==> config.mk <==
export PLATFORM = sky130hd
export DESIGN_NAME = sram_frame_reader
export DESIGN_NICKNAME = d
export VERILOG_FILES = /design/src/rtl/sram_frame_reader.sv
export SDC_FILE = /design/constraint.sdc
export NUM_CORES = 1
export LEC_CHECK = 0
export BUFFER_PORTS_ARGS = -buffer_cell sky130_fd_sc_hd__buf_4
export CORE_UTILIZATION = 55
export DETAILED_ROUTE_END_ITERATION = 12
export PLACE_DENSITY = 0.8
export SLEW_MARGIN = 20
export SYNTH_ARGS = -nofsm -noshare
export SYNTH_HDL_FRONTEND = slang
export SYNTH_SLANG_ARGS = --single-unit
==> constraint.sdc <==
create_clock -name clk -period 2.2 [get_ports clk]
set_input_delay 0.33 -clock clk [delete_from_list [all_inputs] [get_ports clk]]
set_output_delay 0.33 -clock clk [all_outputs]
set_load 0.03 [all_outputs]
==> src/rtl/sram_frame_reader.sv <==
// Reads framed host-TX words from the shared SRAM FIFO and streams the length byte and
// payload bytes to the radio TX loader. It checks the sync word and the length, and drops the pad byte.
//
// state | meaning
// IDLE  | waiting for enable and a non-empty FIFO
// SYNC  | reading the sync word
// LEN   | reading {00, N}
// FIRST | reading {L, D0} and checking L against N-1
// WORD  | reading the next payload pair
// HI    | presenting word[15:8]
// LO    | presenting word[7:0]
// DONE  | frame complete pulse
module sram_frame_reader (
  input  logic        clk,
  input  logic        reset_n,
  input  logic        enable,
  output logic        SRAM_read,
  input  logic        SRAM_hint,
  input  logic [15:0] Data_from_sram,
  input  logic        SRAM_empty,
  output logic [7:0]  byte_data,
  output logic        byte_valid,
  input  logic        byte_ready,
  output logic        frame_start,
  output logic        frame_done,
  output logic [7:0]  frame_len,
  output logic        sync_err,
  output logic        len_err,
  output logic        busy
);

  typedef enum logic [2:0] {
    IDLE, SYNC, LEN, FIRST, WORD, HI, LO, DONE
  } state_t;

  localparam logic [15:0] SYNC_WORD = 16'h2DD4;

  state_t      r_state, w_state_nxt;
  logic        r_rd, w_rd_nxt;
  logic [15:0] r_word, w_word_nxt;
  logic [7:0]  r_rem, w_rem_nxt;
  logic [7:0]  r_len, w_len_nxt;
  logic [7:0]  r_data, w_data_nxt;
  logic        r_valid, r_start, r_done, r_serr, r_lerr, r_busy;
  logic        w_start, w_serr, w_lerr;
  logic        w_ack, w_xfer, w_rd_state;

  assign w_ack      = r_rd & SRAM_hint;
  assign w_xfer     = r_valid & byte_ready;
  assign w_rd_state = (r_state == SYNC) || (r_state == LEN) ||
                      (r_state == FIRST) || (r_state == WORD);

  always_comb begin
    w_state_nxt = r_state;
    w_rd_nxt    = r_rd;
    w_word_nxt  = r_word;
    w_rem_nxt   = r_rem;
    w_len_nxt   = r_len;
    w_data_nxt  = r_data;
    w_start     = 1'b0;
    w_serr      = 1'b0;
    w_lerr      = 1'b0;

    // A request is only ever dropped by its acknowledge, so the read strobe
    // is low for at least one cycle before the next request can start.
    if (w_rd_state) begin
      if (w_ack) begin
        w_rd_nxt = 1'b0;
      end else if (!r_rd && !SRAM_empty) begin
        w_rd_nxt = 1'b1;
      end
    end

    case (r_state)
      IDLE: begin
        if (enable && !SRAM_empty) w_state_nxt = SYNC;
      end
      SYNC: begin
        if (w_ack) begin
          if (Data_from_sram == SYNC_WORD) begin
            w_state_nxt = LEN;
          end else begin
            w_serr      = 1'b1;
            w_state_nxt = IDLE;
          end
        end
      end
      LEN: begin
        if (w_ack) begin
          if ((Data_from_sram[15:8] != 8'h00) || (Data_from_sram[7:0] < 8'd2)) begin
            w_lerr      = 1'b1;
            w_state_nxt = IDLE;
          end else begin
            w_rem_nxt   = Data_from_sram[7:0];
            w_len_nxt   = Data_from_sram[7:0] - 8'd1;
            w_state_nxt = FIRST;
          end
        end
      end
      FIRST: begin
        if (w_ack) begin
          if (Data_from_sram[15:8] != r_len) begin
            w_lerr      = 1'b1;
            w_state_nxt = IDLE;
          end else begin
            w_word_nxt  = Data_from_sram;
            w_data_nxt  = Data_from_sram[15:8];
            w_start     = 1'b1;
            w_state_nxt = HI;
          end
        end
      end
      WORD: begin
        if (w_ack) begin
          w_word_nxt  = Data_from_sram;
          w_data_nxt  = Data_from_sram[15:8];
          w_state_nxt = HI;
        end
      end
      HI: begin
        if (w_xfer) begin
          w_rem_nxt = r_rem - 8'd1;
          if (r_rem == 8'd1) begin
            w_state_nxt = DONE;
          end else begin
            w_data_nxt  = r_word[7:0];
            w_state_nxt = LO;
          end
        end
      end
      LO: begin
        if (w_xfer) begin
          w_rem_nxt   = r_rem - 8'd1;
          w_state_nxt = (r_rem == 8'd1) ? DONE : WORD;
        end
      end
      DONE:    w_state_nxt = IDLE;
      default: w_state_nxt = IDLE;
    endcase
  end

  always_ff @(posedge clk or negedge reset_n) begin
    if (!reset_n) begin
      r_state <= IDLE;
      r_rd    <= 1'b0;
      r_word  <= 16'h0000;
      r_rem   <= 8'h00;
      r_len   <= 8'h00;
      r_data  <= 8'h00;
      r_valid <= 1'b0;
      r_start <= 1'b0;
      r_done  <= 1'b0;
      r_serr  <= 1'b0;
      r_lerr  <= 1'b0;
      r_busy  <= 1'b0;
    end else begin
      r_state <= w_state_nxt;
      r_rd    <= w_rd_nxt;
      r_word  <= w_word_nxt;
      r_rem   <= w_rem_nxt;
      r_len   <= w_len_nxt;
      r_data  <= w_data_nxt;
      r_valid <= (w_state_nxt == HI) || (w_state_nxt == LO);
      r_start <= w_start;
      r_done  <= (w_state_nxt == DONE);
      r_serr  <= w_serr;
      r_lerr  <= w_lerr;
      r_busy  <= (w_state_nxt != IDLE);
    end
  end

  assign SRAM_read   = r_rd;
  assign byte_data   = r_data;
  assign byte_valid  = r_valid;
  assign frame_start = r_start;
  assign frame_done  = r_done;
  assign frame_len   = r_len;
  assign sync_err    = r_serr;
  assign len_err     = r_lerr;
  assign busy        = r_busy;

endmodule

==> flow_metrics.env <==
export IMPL_synth_area_um2=2310
export IMPL_num_io_pins=45
export IMPL_via_per_inst=5.81
export IMPL_startpoint_type="register"
export IMPL_synthFlopType="dfrtp_1"
export IMPL_synth_top_family_by_area="simple AND/OR/NAND/NOR gates"
export IMPL_synth_fa_ha_area_frac=0.0216
export IMPL_grt_pass1_vias=1922
export IMPL_max_slew_margin=0.645
export IMPL_synth_top_area_cell="dfrtp_1"
export IMPL_failed_checks="setup timing"
export IMPL_ys_ff_latch=42
export IMPL_crit_start="frame_len[7]$_DFFE_PN0P_"
export IMPL_drtIter0Drc=186
export IMPL_drv_cap=0
export IMPL_cp_max_fo=8
export IMPL_end_kind="register"
export IMPL_power_density_nw_per_um2=654
export IMPL_ir_drop_uv=393
export IMPL_worst_r2r_setup_slack_ps=-7
export IMPL_synth_compound_gate_area_share=0.128
export IMPL_netlist_instances=240
export IMPL_p_sw_mw=0.563
export IMPL_grt_util_all_layers=0.281
export IMPL_whs_ps=6.72
export IMPL_grt_pass1_wl_um=9240
export IMPL_finalSetupTns_ps=-24.8
export IMPL_synthArstFlopShare=1.00
export IMPL_post_route_min_period_ps=2210
export IMPL_seqPwrFrac=0.453
export IMPL_drive_gt1_frac=0.297
export IMPL_grt_max_degree=43
export IMPL_fin_cells=346
export IMPL_die_w_um=66.9
export IMPL_rows=23
export IMPL_setup_violations=6
export IMPL_synth_top_cell_area_share=0.454
export IMPL_pwr_share_clk=0.329
export IMPL_postRouteWirelength_um=5690
export IMPL_most_common_layout_cells="buf_4 (62), dfrtp_1 (42), nor2_1 (22), nand2_1 (21), o21ai_0 (21)"
export IMPL_placed_area_um2=2770
export IMPL_p_int_mw=1.33
export IMPL_cts_tree="built"
export IMPL_fin_util=0.717
export IMPL_fillers=303
export IMPL_syn_nets=266
export IMPL_grt_overflow=0
export IMPL_power_leakage_nw=1.46
export IMPL_cts_buffer_depth=2
export IMPL_path_class="register to register"
export IMPL_ys_warn_count=0
export IMPL_final_common_cell="buf_4"
export IMPL_synth_xor_area_share=0.0568
export IMPL_via_count=2010
export IMPL_numCtsBuffers=5
export IMPL_layout_nets=321
export IMPL_ys_types=43
export IMPL_clk_latency_ps=300
export IMPL_fmax_mhz=453
export IMPL_design_area_um2=2890
export IMPL_io_buffers=44
export IMPL_synthSimpleGateAreaFrac=0.199
export IMPL_cts_root_buffer="clkbuf_8"
export IMPL_area_growth_pct=24.9
export IMPL_clk_pin_slew_ps=90
export IMPL_fp_coreArea_um2=4030
export IMPL_synth_area_top_cells="dfrtp_1 (45%), mux2_2 (5.4%), o21ai_0 (4.5%)"
export IMPL_antenna_diode_count=0
export IMPL_synth_mux_area_frac=0.0968
export IMPL_wl_per_cell_um=16.4
export IMPL_status="finished with violations"
export IMPL_dp_slack_ps=-88.9
export IMPL_netSwitchingFraction=0.298
export IMPL_initial_core_util=0.575
export IMPL_skew_ps=11.0
export IMPL_maxSlewViolCount=0
export IMPL_syn_avg_cell_area_um2=9.64
export IMPL_required_ps=2390
export IMPL_antenna_left=0
export IMPL_dr_pass1_iters=4
export IMPL_worstPathArrival_ps=2400
export IMPL_fin_crit_sh=1.00
export IMPL_fp_dieH_um=66.9
export IMPL_tightest_slew_ps=532
export IMPL_synth_edff_count=0
export IMPL_totalPowerFinal_mw=1.89
export IMPL_synth_seq_area_share=0.454
export IMPL_r2r_start="frame_len[7]$_DFFE_PN0P_"
export IMPL_placed_cells=338
export IMPL_dp_hpwl_um=4200
export IMPL_dieArea_um2=4470
export IMPL_antenna_found_initial=0
export IMPL_pwr_share_comb=0.218
export IMPL_drcViolationCount=0
export IMPL_hold_class="primary input to async pin"
export IMPL_gp_congestion=0.879
export IMPL_rsz0062_at_grt="false"
export IMPL_setup_ws_ps=-7.43
export IMPL_cts_setup_buffers=0
export IMPL_ctsHtreeMaxLevel=2
export IMPL_cts_sinks=42
export IMPL_hold_viol_final=0
-- flip-flops by register name, indices dropped and copies added, names as in the netlist --
name         flops
SRAM_read        1
frame_done       1
sync_err         1
r_word           8
byte_data        8
byte_valid       1
frame_len        8
busy             1
r_rem            8
frame_start      1
len_err          1
r_state          3
-- logic make-up (layout without fill, tap and decap cells) --
group,after synthesis,in the layout
adder cells (fa/ha/maj),4,4
XOR/XNOR,15,15
flip-flops,42,42
AO/OA/AOI/OAI,51,51
buffers and inverters,22,78
multiplexers,21,21
AND/OR/NAND/NOR,85,85
-- cell usage after synthesis, drive strengths merged (3+ instances only) --
cell type	count
a21oi	19
xnor2	4
xor2	11
or3	3
nor4	6
mux2	11
nand2b	3
clkbuf	9
nand3	3
buf	5
mux2i	10
ha	4
o21ai	21
nand2	21
nor2	24
and3	3
nor3	7
nor4b	3
dfrtp	42
inv	8
-- worst max-delay path: stages (launching register included) --
cell     delay [ps]
dfrtp_1         430
xor2_1          170
nor4_1          500
nand2_1         160
o22a_1          250
nor2_2           80
buf_4           170
mux2_2          350
-- layout make-up --
cell class	instances	area, um^2	share of cell area
Inverter	8	30.0	0.0104
Timing Repair Buffer	62	465	0.161
Tap cell	50	62.6	0.0216
Clock inverter	3	43.8	0.0152
Sequential cell	42	1050	0.364
Multi-Input combinational cell	176	1170	0.404
Clock buffer	5	68.8	0.0238
-- metal layers --
| metal | wire length [um] | up-vias | global-route usage |
|---|---|---|---|
| li1 | - | 956 | - |
| met1 | 2530 | 975 | 0.380 |
| met2 | 2740 | 70 | 0.451 |
| met3 | 316 | 9 | 0.0428 |
| met4 | 106 | 0 | 0.109 |
| met5 | 0 | - | 0 |
-- power by group through the flow --
stage               Sequential, mW  Combinational [mW]  Clock [mW]
floorplan                    0.902               0.203           0
global placement             0.869               0.396           0
detailed placement           0.871               0.409           0
CTS                          0.855               0.410       0.625
global route                 0.865               0.451       0.665
finish                       0.857               0.412       0.622
-- final timing paths --
kind                                       endpoint  cells after the start
min                        frame_len[1]$_DFFE_PN0P_                      1
max in group asynchronous     r_word[0]$_DFFE_PN0P_                      1
max reg2reg                   r_word[6]$_DFFE_PN0P_                      7
max                           r_word[6]$_DFFE_PN0P_                      7
min reg2reg                byte_data[0]$_DFFE_PN0P_                      2
min in group clk               r_rem[0]$_DFFE_PN0P_                      3
-- what timing repair did --
item | 4_1_cts | 5_1_grt
gates resized for setup | 0 | 1
hold buffers | 0 | 0
setup endpoints to repair | 0 | 3
No activity file was read; power rests on OpenSTA's default activity.
